==> config.mk <==
export PLATFORM = sky130hd
export DESIGN_NAME = backend_cycle_sequencer
export DESIGN_NICKNAME = d
export VERILOG_FILES = /design/src/rtl/backend_sequencer_pkg.sv /design/src/rtl/scan_address_counter.sv /design/src/rtl/backend_cycle_sequencer.sv
export SDC_FILE = /design/constraint.sdc
export NUM_CORES = 1
export LEC_CHECK = 0
export CAP_MARGIN = 10
export CORE_AREA = 2 2 168 170
export DETAILED_ROUTE_END_ITERATION = 10
export DIE_AREA = 0 0 170 172
export DONT_BUFFER_PORTS = 1
export SYNTH_ARGS = -nofsm -noshare
export SYNTH_HDL_FRONTEND = slang
export SYNTH_SLANG_ARGS = --single-unit
==> constraint.sdc <==
create_clock -name clock -period 8.1 [get_ports clock]
set_clock_uncertainty 0.2 [all_clocks]
set_input_delay 2.025 -clock clock [delete_from_list [all_inputs] [get_ports clock]]
set_output_delay 2.025 -clock clock [all_outputs]
set_load 0.02 [all_outputs]
==> src/rtl/backend_sequencer_pkg.sv <==
// Shared definitions for the backend cycle sequencer: config register map,
// control bit positions, FSM state encoding and a half-word merge helper.
package backend_sequencer_pkg;

  localparam int unsigned CFG_ADDR_W = 6;
  localparam int unsigned CFG_DATA_W = 16;

  // Config register map
  localparam logic [CFG_ADDR_W-1:0] ADDR_CCR0_LO    = 6'h00;
  localparam logic [CFG_ADDR_W-1:0] ADDR_CCR0_HI    = 6'h01;
  localparam logic [CFG_ADDR_W-1:0] ADDR_CCR1_LO    = 6'h02;
  localparam logic [CFG_ADDR_W-1:0] ADDR_CCR1_HI    = 6'h03;
  localparam logic [CFG_ADDR_W-1:0] ADDR_FRAME_LO   = 6'h04;
  localparam logic [CFG_ADDR_W-1:0] ADDR_FRAME_HI   = 6'h05;
  localparam logic [CFG_ADDR_W-1:0] ADDR_ROW_LIMIT  = 6'h06;
  localparam logic [CFG_ADDR_W-1:0] ADDR_COL_LIMIT  = 6'h07;
  localparam logic [CFG_ADDR_W-1:0] ADDR_INVERTER   = 6'h08;
  localparam logic [CFG_ADDR_W-1:0] ADDR_DEAD_TIME  = 6'h09;
  localparam logic [CFG_ADDR_W-1:0] ADDR_CONTROL    = 6'h0A;

  // Control register bit positions
  localparam int unsigned CTRL_CONTINUOUS_BIT = 0;
  localparam int unsigned CTRL_COL_MAJOR_BIT  = 1;
  localparam int unsigned CTRL_W              = 2;

  typedef enum logic [1:0] {
    ST_IDLE = 2'd0,
    ST_RUN  = 2'd1,
    ST_DONE = 2'd2
  } seq_state_e;

  // Replace the lower or upper 16 bits of a 32-bit value with new data.
  function automatic logic [31:0] merge_half(input logic [31:0] cur,
                                             input logic [15:0] data,
                                             input logic        upper);
    return upper ? {data, cur[15:0]} : {cur[31:16], data};
  endfunction

endpackage

==> src/rtl/scan_address_counter.sv <==
// Row/column scan address generator.
// Ports: clock, reset (sync, active-high), clear (zero the address),
//        advance (step one address), col_major (column-major order),
//        row_limit/col_limit (inclusive last index), row/col (current
//        address), wrap (current address is the last of the frame).
module scan_address_counter
  import backend_sequencer_pkg::*;
#(
  parameter int unsigned ADDR_W = 7
) (
  input  logic              clock,
  input  logic              reset,
  input  logic              clear,
  input  logic              advance,
  input  logic              col_major,
  input  logic [ADDR_W-1:0] row_limit,
  input  logic [ADDR_W-1:0] col_limit,
  output logic [ADDR_W-1:0] row,
  output logic [ADDR_W-1:0] col,
  output logic              wrap
);

  logic row_end_c;
  logic col_end_c;

  assign row_end_c = (row == row_limit);
  assign col_end_c = (col == col_limit);
  assign wrap      = row_end_c && col_end_c;

  // Fast index steps every advance; slow index steps when the fast one wraps.
  always_ff @(posedge clock) begin
    if (reset || clear) begin
      row <= '0;
      col <= '0;
    end else if (advance) begin
      if (!col_major) begin
        if (col_end_c) begin
          col <= '0;
          row <= row_end_c ? '0 : row + ADDR_W'(1);
        end else begin
          col <= col + ADDR_W'(1);
        end
      end else begin
        if (row_end_c) begin
          row <= '0;
          col <= col_end_c ? '0 : col + ADDR_W'(1);
        end else begin
          row <= row + ADDR_W'(1);
        end
      end
    end
  end

endmodule

==> src/rtl/backend_cycle_sequencer.sv <==
// Backend cycle sequencer: a configurable period timer that walks a row/col
// address scan, generates a per-step drive window and counts frames.
// Ports: clock, reset (sync, active-high), timer_enable (run request),
//        write_config_n/config_address/config_data (register writes),
//        row_select/col_select (scan address), output_active (drive window),
//        inverter_select (config pass-through), step_advance (address step
//        pulse), update_cycle_complete (in DONE), busy (in RUN).
module backend_cycle_sequencer
  import backend_sequencer_pkg::*;
#(
  parameter int unsigned TIMER_WIDTH        = 32,
  parameter int unsigned MEM_ADDRESS_LENGTH = 7,
  parameter int unsigned INV_WIDTH          = 16,
  parameter int unsigned FRAME_WIDTH        = 32
) (
  input  logic                          clock,
  input  logic                          reset,
  input  logic                          timer_enable,
  input  logic                          write_config_n,
  input  logic [CFG_ADDR_W-1:0]         config_address,
  input  logic [CFG_DATA_W-1:0]         config_data,
  output logic [MEM_ADDRESS_LENGTH-1:0] row_select,
  output logic [MEM_ADDRESS_LENGTH-1:0] col_select,
  output logic                          output_active,
  output logic [INV_WIDTH-1:0]          inverter_select,
  output logic                          step_advance,
  output logic                          update_cycle_complete,
  output logic                          busy
);

  logic [TIMER_WIDTH-1:0]        ccr0_q;
  logic [TIMER_WIDTH-1:0]        ccr1_q;
  logic [TIMER_WIDTH-1:0]        dead_time_q;
  logic [FRAME_WIDTH-1:0]        frame_limit_q;
  logic [MEM_ADDRESS_LENGTH-1:0] row_limit_q;
  logic [MEM_ADDRESS_LENGTH-1:0] col_limit_q;
  logic [CTRL_W-1:0]             control_q;

  logic [TIMER_WIDTH-1:0]        timer_q;
  logic [FRAME_WIDTH-1:0]        frame_q;
  seq_state_e                    state_q;
  seq_state_e                    state_d;

  logic                          continuous_c;
  logic                          col_major_c;
  logic                          running_c;
  logic                          step_c;
  logic                          scan_wrap_c;
  logic [FRAME_WIDTH-1:0]        frame_next_c;
  logic                          frame_hit_c;
  logic                          frame_done_c;
  logic                          finish_c;
  logic                          scan_clear_c;

  // Config register file; one write per cycle, unknown addresses ignored.
  always_ff @(posedge clock) begin
    if (reset) begin
      ccr0_q          <= '0;
      ccr1_q          <= '0;
      dead_time_q     <= '0;
      frame_limit_q   <= '0;
      row_limit_q     <= '0;
      col_limit_q     <= '0;
      control_q       <= '0;
      inverter_select <= '0;
    end else if (!write_config_n) begin
      case (config_address)
        ADDR_CCR0_LO:   ccr0_q <= TIMER_WIDTH'(merge_half(32'(ccr0_q), config_data, 1'b0));
        ADDR_CCR0_HI:   ccr0_q <= TIMER_WIDTH'(merge_half(32'(ccr0_q), config_data, 1'b1));
        ADDR_CCR1_LO:   ccr1_q <= TIMER_WIDTH'(merge_half(32'(ccr1_q), config_data, 1'b0));
        ADDR_CCR1_HI:   ccr1_q <= TIMER_WIDTH'(merge_half(32'(ccr1_q), config_data, 1'b1));
        ADDR_FRAME_LO:  frame_limit_q <= FRAME_WIDTH'(merge_half(32'(frame_limit_q), config_data, 1'b0));
        ADDR_FRAME_HI:  frame_limit_q <= FRAME_WIDTH'(merge_half(32'(frame_limit_q), config_data, 1'b1));
        ADDR_ROW_LIMIT: row_limit_q <= MEM_ADDRESS_LENGTH'(config_data);
        ADDR_COL_LIMIT: col_limit_q <= MEM_ADDRESS_LENGTH'(config_data);
        ADDR_INVERTER:  inverter_select <= INV_WIDTH'(config_data);
        ADDR_DEAD_TIME: dead_time_q <= TIMER_WIDTH'(config_data);
        ADDR_CONTROL:   control_q <= config_data[CTRL_W-1:0];
        default: ;
      endcase
    end
  end

  assign continuous_c = control_q[CTRL_CONTINUOUS_BIT];
  assign col_major_c  = control_q[CTRL_COL_MAJOR_BIT];

  // A step only fires while the run request is still present, so dropping
  // timer_enable never produces a trailing address step.
  assign running_c    = (state_q == ST_RUN) && timer_enable;
  assign step_c       = running_c && (timer_q == ccr1_q);
  assign frame_next_c = frame_q + FRAME_WIDTH'(1);
  assign frame_hit_c  = (frame_limit_q != '0) && (frame_next_c == frame_limit_q);
  assign frame_done_c = step_c && scan_wrap_c && frame_hit_c;
  assign finish_c     = frame_done_c && !continuous_c;
  assign scan_clear_c = !timer_enable || (state_q == ST_IDLE);

  // Period timer: counts 0..ccr1 in RUN, held at zero otherwise.
  always_ff @(posedge clock) begin
    if (reset) begin
      timer_q <= '0;
    end else if (!running_c || step_c) begin
      timer_q <= '0;
    end else begin
      timer_q <= timer_q + TIMER_WIDTH'(1);
    end
  end

  // Frame counter: bumps on each full scan, clears at the limit.
  always_ff @(posedge clock) begin
    if (reset) begin
      frame_q <= '0;
    end else if (!running_c) begin
      frame_q <= '0;
    end else if (step_c && scan_wrap_c) begin
      frame_q <= frame_hit_c ? '0 : frame_next_c;
    end
  end

  // The completing step of a one-shot run keeps the final address in view.
  scan_address_counter #(
    .ADDR_W(MEM_ADDRESS_LENGTH)
  ) u_scan (
    .clock     (clock),
    .reset     (reset),
    .clear     (scan_clear_c),
    .advance   (step_c && !finish_c),
    .col_major (col_major_c),
    .row_limit (row_limit_q),
    .col_limit (col_limit_q),
    .row       (row_select),
    .col       (col_select),
    .wrap      (scan_wrap_c)
  );

  // FSM state register
  always_ff @(posedge clock) begin
    if (reset) begin
      state_q <= ST_IDLE;
    end else begin
      state_q <= state_d;
    end
  end

  // FSM next state
  always_comb begin
    state_d = state_q;
    unique case (state_q)
      ST_IDLE: if (timer_enable) state_d = ST_RUN;
      ST_RUN: begin
        if (!timer_enable) begin
          state_d = ST_IDLE;
        end else if (finish_c) begin
          state_d = ST_DONE;
        end
      end
      ST_DONE: if (!timer_enable) state_d = ST_IDLE;
      default: state_d = ST_IDLE;
    endcase
  end

  // FSM outputs, decoded from registered state and timer
  always_comb begin
    busy                  = 1'b0;
    update_cycle_complete = 1'b0;
    output_active         = 1'b0;
    step_advance          = 1'b0;
    unique case (state_q)
      ST_RUN: begin
        busy          = 1'b1;
        step_advance  = step_c;
        output_active = (timer_q > dead_time_q) && (timer_q <= ccr0_q);
      end
      ST_DONE: update_cycle_complete = 1'b1;
      default: ;
    endcase
  end

endmodule
==> results.py <==
metrics = {
    "place": {
        "place_inst": 1829,
        "gp_congestion": 0.859,
        "detailed_place_hpwl_um": 24800,
        "dp_slack_ns": 3.02,
        "port_buffers": 0,
    },
    "grt": {
        "grt-ovfl-total": 0,
        "grt_pass1_wl_um": 56400,
        "grt_pass1_vias": 10000,
        "grt_max_degree": 146,
        "antenna_found_initial": 0,
        "grt_usage_pct": 24.5,
    },
    "clocking": {
        "cts_root_buf": "clkbuf_16",
        "path_clk_slew_ns": 0.06,
        "clock_latency_ns": 0.54,
        "clock_sinks": 224,
        "cts_buffers": 27,
        "cts_setup_buffers": 0,
        "cts_tree": "built",
        "cts_buffer_depth": 3,
        "h-tree-depth": 1,
        "holdBufCountCts": 0,
        "cts_resized": 0,
    },
    "layout": {
        "fill_cells": 2726,
        "insertedDiodeCount": 0,
        "layout-drive-gt1-share_pct": 5.24,
        "nets": 1590,
        "instances_no_fill": 1873,
        "multi_input_area_mm2": 0.00703,
        "synthToLayoutAreaGrowth_pct": 7.64,
        "layout.area.seq_mm2": 0.00448,
    },
    "setup_path": {
        "crit_chain": "ha_1 > a21o_1 > a21o_1 > a21o_1 > a21o_1 > a21oi_1 > nor2b_1 > o221ai_1 > o2111ai_1 > a221oi_1",
        "crit_top_cell": "a21o_1",
        "cp_data_arrival_time_ns": 3.38,
        "path_buf_inv": 0,
        "cpMaxStageDelayCell": "a221oi_1",
        "cp-start-kind": "flip-flop",
        "path_class": "flip-flop to output pin",
        "cp_top_family": "compound AO/OA/AOI/OAI gates",
        "critPathCaptureType": "output pin",
        "max_stage_delay_ns": 0.89,
        "critical_path.max_fanout": 6,
        "required_ns": 5.88,
    },
    "detailed_routing": {
        "vias": 10700,
        "route.met3.wl_um": 1630,
        "drt_iter0_drc": 851,
        "vias_per_cell": 5.71,
        "drc": 0,
        "post_drt_wl_per_cell_um": 19.0,
        "drt_first_pass_iters": 5,
        "met2_length_um": 17000,
        "top_layer": "met4",
        "ant_nets": 0,
        "wl_um": 35600,
        "wl_met1_um": 15700,
    },
    "pwr": {
        "leakagePower_uw": 0.00441,
        "vdd_ir_drop_max_mv": 0.158,
        "power.density_mw_per_mm2": 177,
    },
    "die": {
        "fp.dieH_um": 172,
        "core-area_mm2": 0.0275,
        "io_pins": 60,
        "die_w_um": 170,
        "initial_core_util_pct": 44.3,
        "dieArea_mm2": 0.0292,
        "rows": 61,
    },
    "run": {
        "drv_cap": 0,
    },
    "timing": {
        "tightest_slew_ns": 1.17,
        "finalHoldViolCount": 0,
        "fmax_mhz": 178,
        "drv_slew": 0,
        "min_period_over_period_pct": 69.2,
        "fin_ws_ns": 2.50,
        "finalCriticalPeriod_ns": 5.60,
        "final.setup.tns_ns": 0,
        "max_slew_margin_pct": 20.6,
        "holdWs_ns": 0.255,
        "rsz0062_at_grt": "false",
        "setup_viol": 0,
    },
    "yosys": {
        "avgSynthCellArea_um2": 7.73,
        "synthCells": 1577,
        "yosys_warnings": 0,
        "synth_cell_types": 71,
        "synth_area_mm2": 0.0122,
        "synth_seq_cells": 224,
        "synth_most_common_cell": "nand2_1",
        "synth_async_sr_flop_share_pct": 0,
        "yosysSeqAreaShare_pct": 36.8,
        "synth_top_area_cell": "dfxtp_1",
        "synth_flop_cell": "dfxtp_1",
        "synthesis.nets": 1655,
        "synth_common_cells": "nand2_1, dfxtp_1, a21oi_1",
        "synth_edf_count": 0,
        "synth_top_area_share_pct": 36.8,
        "yosys-top-cells-area": "dfxtp_1, nand2_1, a21oi_1",
    },
    "run_status": {
        "status": "completed",
    },
    "min_path": {
        "min_path_type": "flip-flop to flip-flop",
    },
}
==> through the flow <==
step | total power (uW) | area, um^2 | utilization, %
6_report | 2320 | 13100 | 47.7
5_1_grt | 2400 | 13100 | 47.7
4_1_cts | 2340 | 13100 | 47.7
3_5_place_dp | 1180 | 12300 | 44.7
3_3_place_gp | 1180 | 12300 | 44.7
2_1_floorplan | 1180 | 12200 | -
==> tightest hold or removal path: stages (launching register included) <==
cell and delay [ns]:
dfxtp_1 0.30, nand2_1 0.05, a21oi_1 0.05
==> placed cells by master, fill, tap and decap left out, types with 8 or more instances in the layout <==
cell type	n
nor3_1	20
o21ai_0	41
mux2i_1	17
or3_1	8
and2_1	10
nor2b_1	11
a31oi_1	22
dfxtp_1	224
inv_1	60
nor2_1	82
xor2_1	38
and3_1	17
xnor2_1	79
nand3b_1	9
ha_1	52
nand3_1	94
a21oi_1	183
or4_1	13
o31ai_1	12
a21o_1	17
buf_4	13
nand2_1	299
clkbuf_16	27
nand4_1	46
nor4_1	27
==> cells by family (layout without fill, tap and decap cells) <==
| logic type | Yosys count | after routing | synth area share, % |
|---|---|---|---|
| simple gates | 684 | 684 | 27.5 |
| flops | 224 | 224 | 36.8 |
| mux | 18 | 18 | 1.49 |
| buf+inv | 167 | 117 | 5.64 |
| fa+ha+maj | 52 | 52 | 5.34 |
| xor+xnor | 117 | 117 | 8.41 |
| compound gates | 315 | 315 | 14.8 |
==> metal layers <==
metal / GRT usage, % / vias to the layer above
met5: 0 / -
met4: 8.62 / 0
met3: 3.41 / 65
met2: 41.8 / 221
met1: 31.7 / 5073
li1: - / 5339
==> path summary, 6_finish.rpt <==
kind / from / endpoint / slack (ns) / cells past startpoint
setup reg to reg: frame_q[4] / frame_q[23] / 3.21 / 9
hold reg to reg: ccr0_q[19] / ccr0_q[19] / 0.25 / 2
setup / recovery: timer_q[17] / output_active / 2.50 / 10
hold / removal: ccr0_q[19] / ccr0_q[19] / 0.25 / 2
==> power by group <==
part	switching (uW)	internal, uW
Sequential	2.93	1110
Combinational	34.3	14.2
Clock	470	691
==> area by class of cell <==
cell class	count	share of cell area [%]
Clock buffer	37	5.90
Multi-Input combinational cell	1186	53.6
Tap cell	346	3.30
Inverter	60	1.72
Sequential cell	224	34.2
Clock inverter	7	0.534
Timing Repair Buffer	13	0.744
==> flip-flops by register name, summed over array words and instances (netlist names), 7 cells and up <==
register and cells:
col_limit_q 7, frame_limit_q 32, u_scan.row 7, u_scan.col 7, ccr0_q 32, timer_q 32, dead_time_q 16, inverter_select 16
row_limit_q 7, ccr1_q 32, frame_q 32
(Power assumes the default switching activity.)
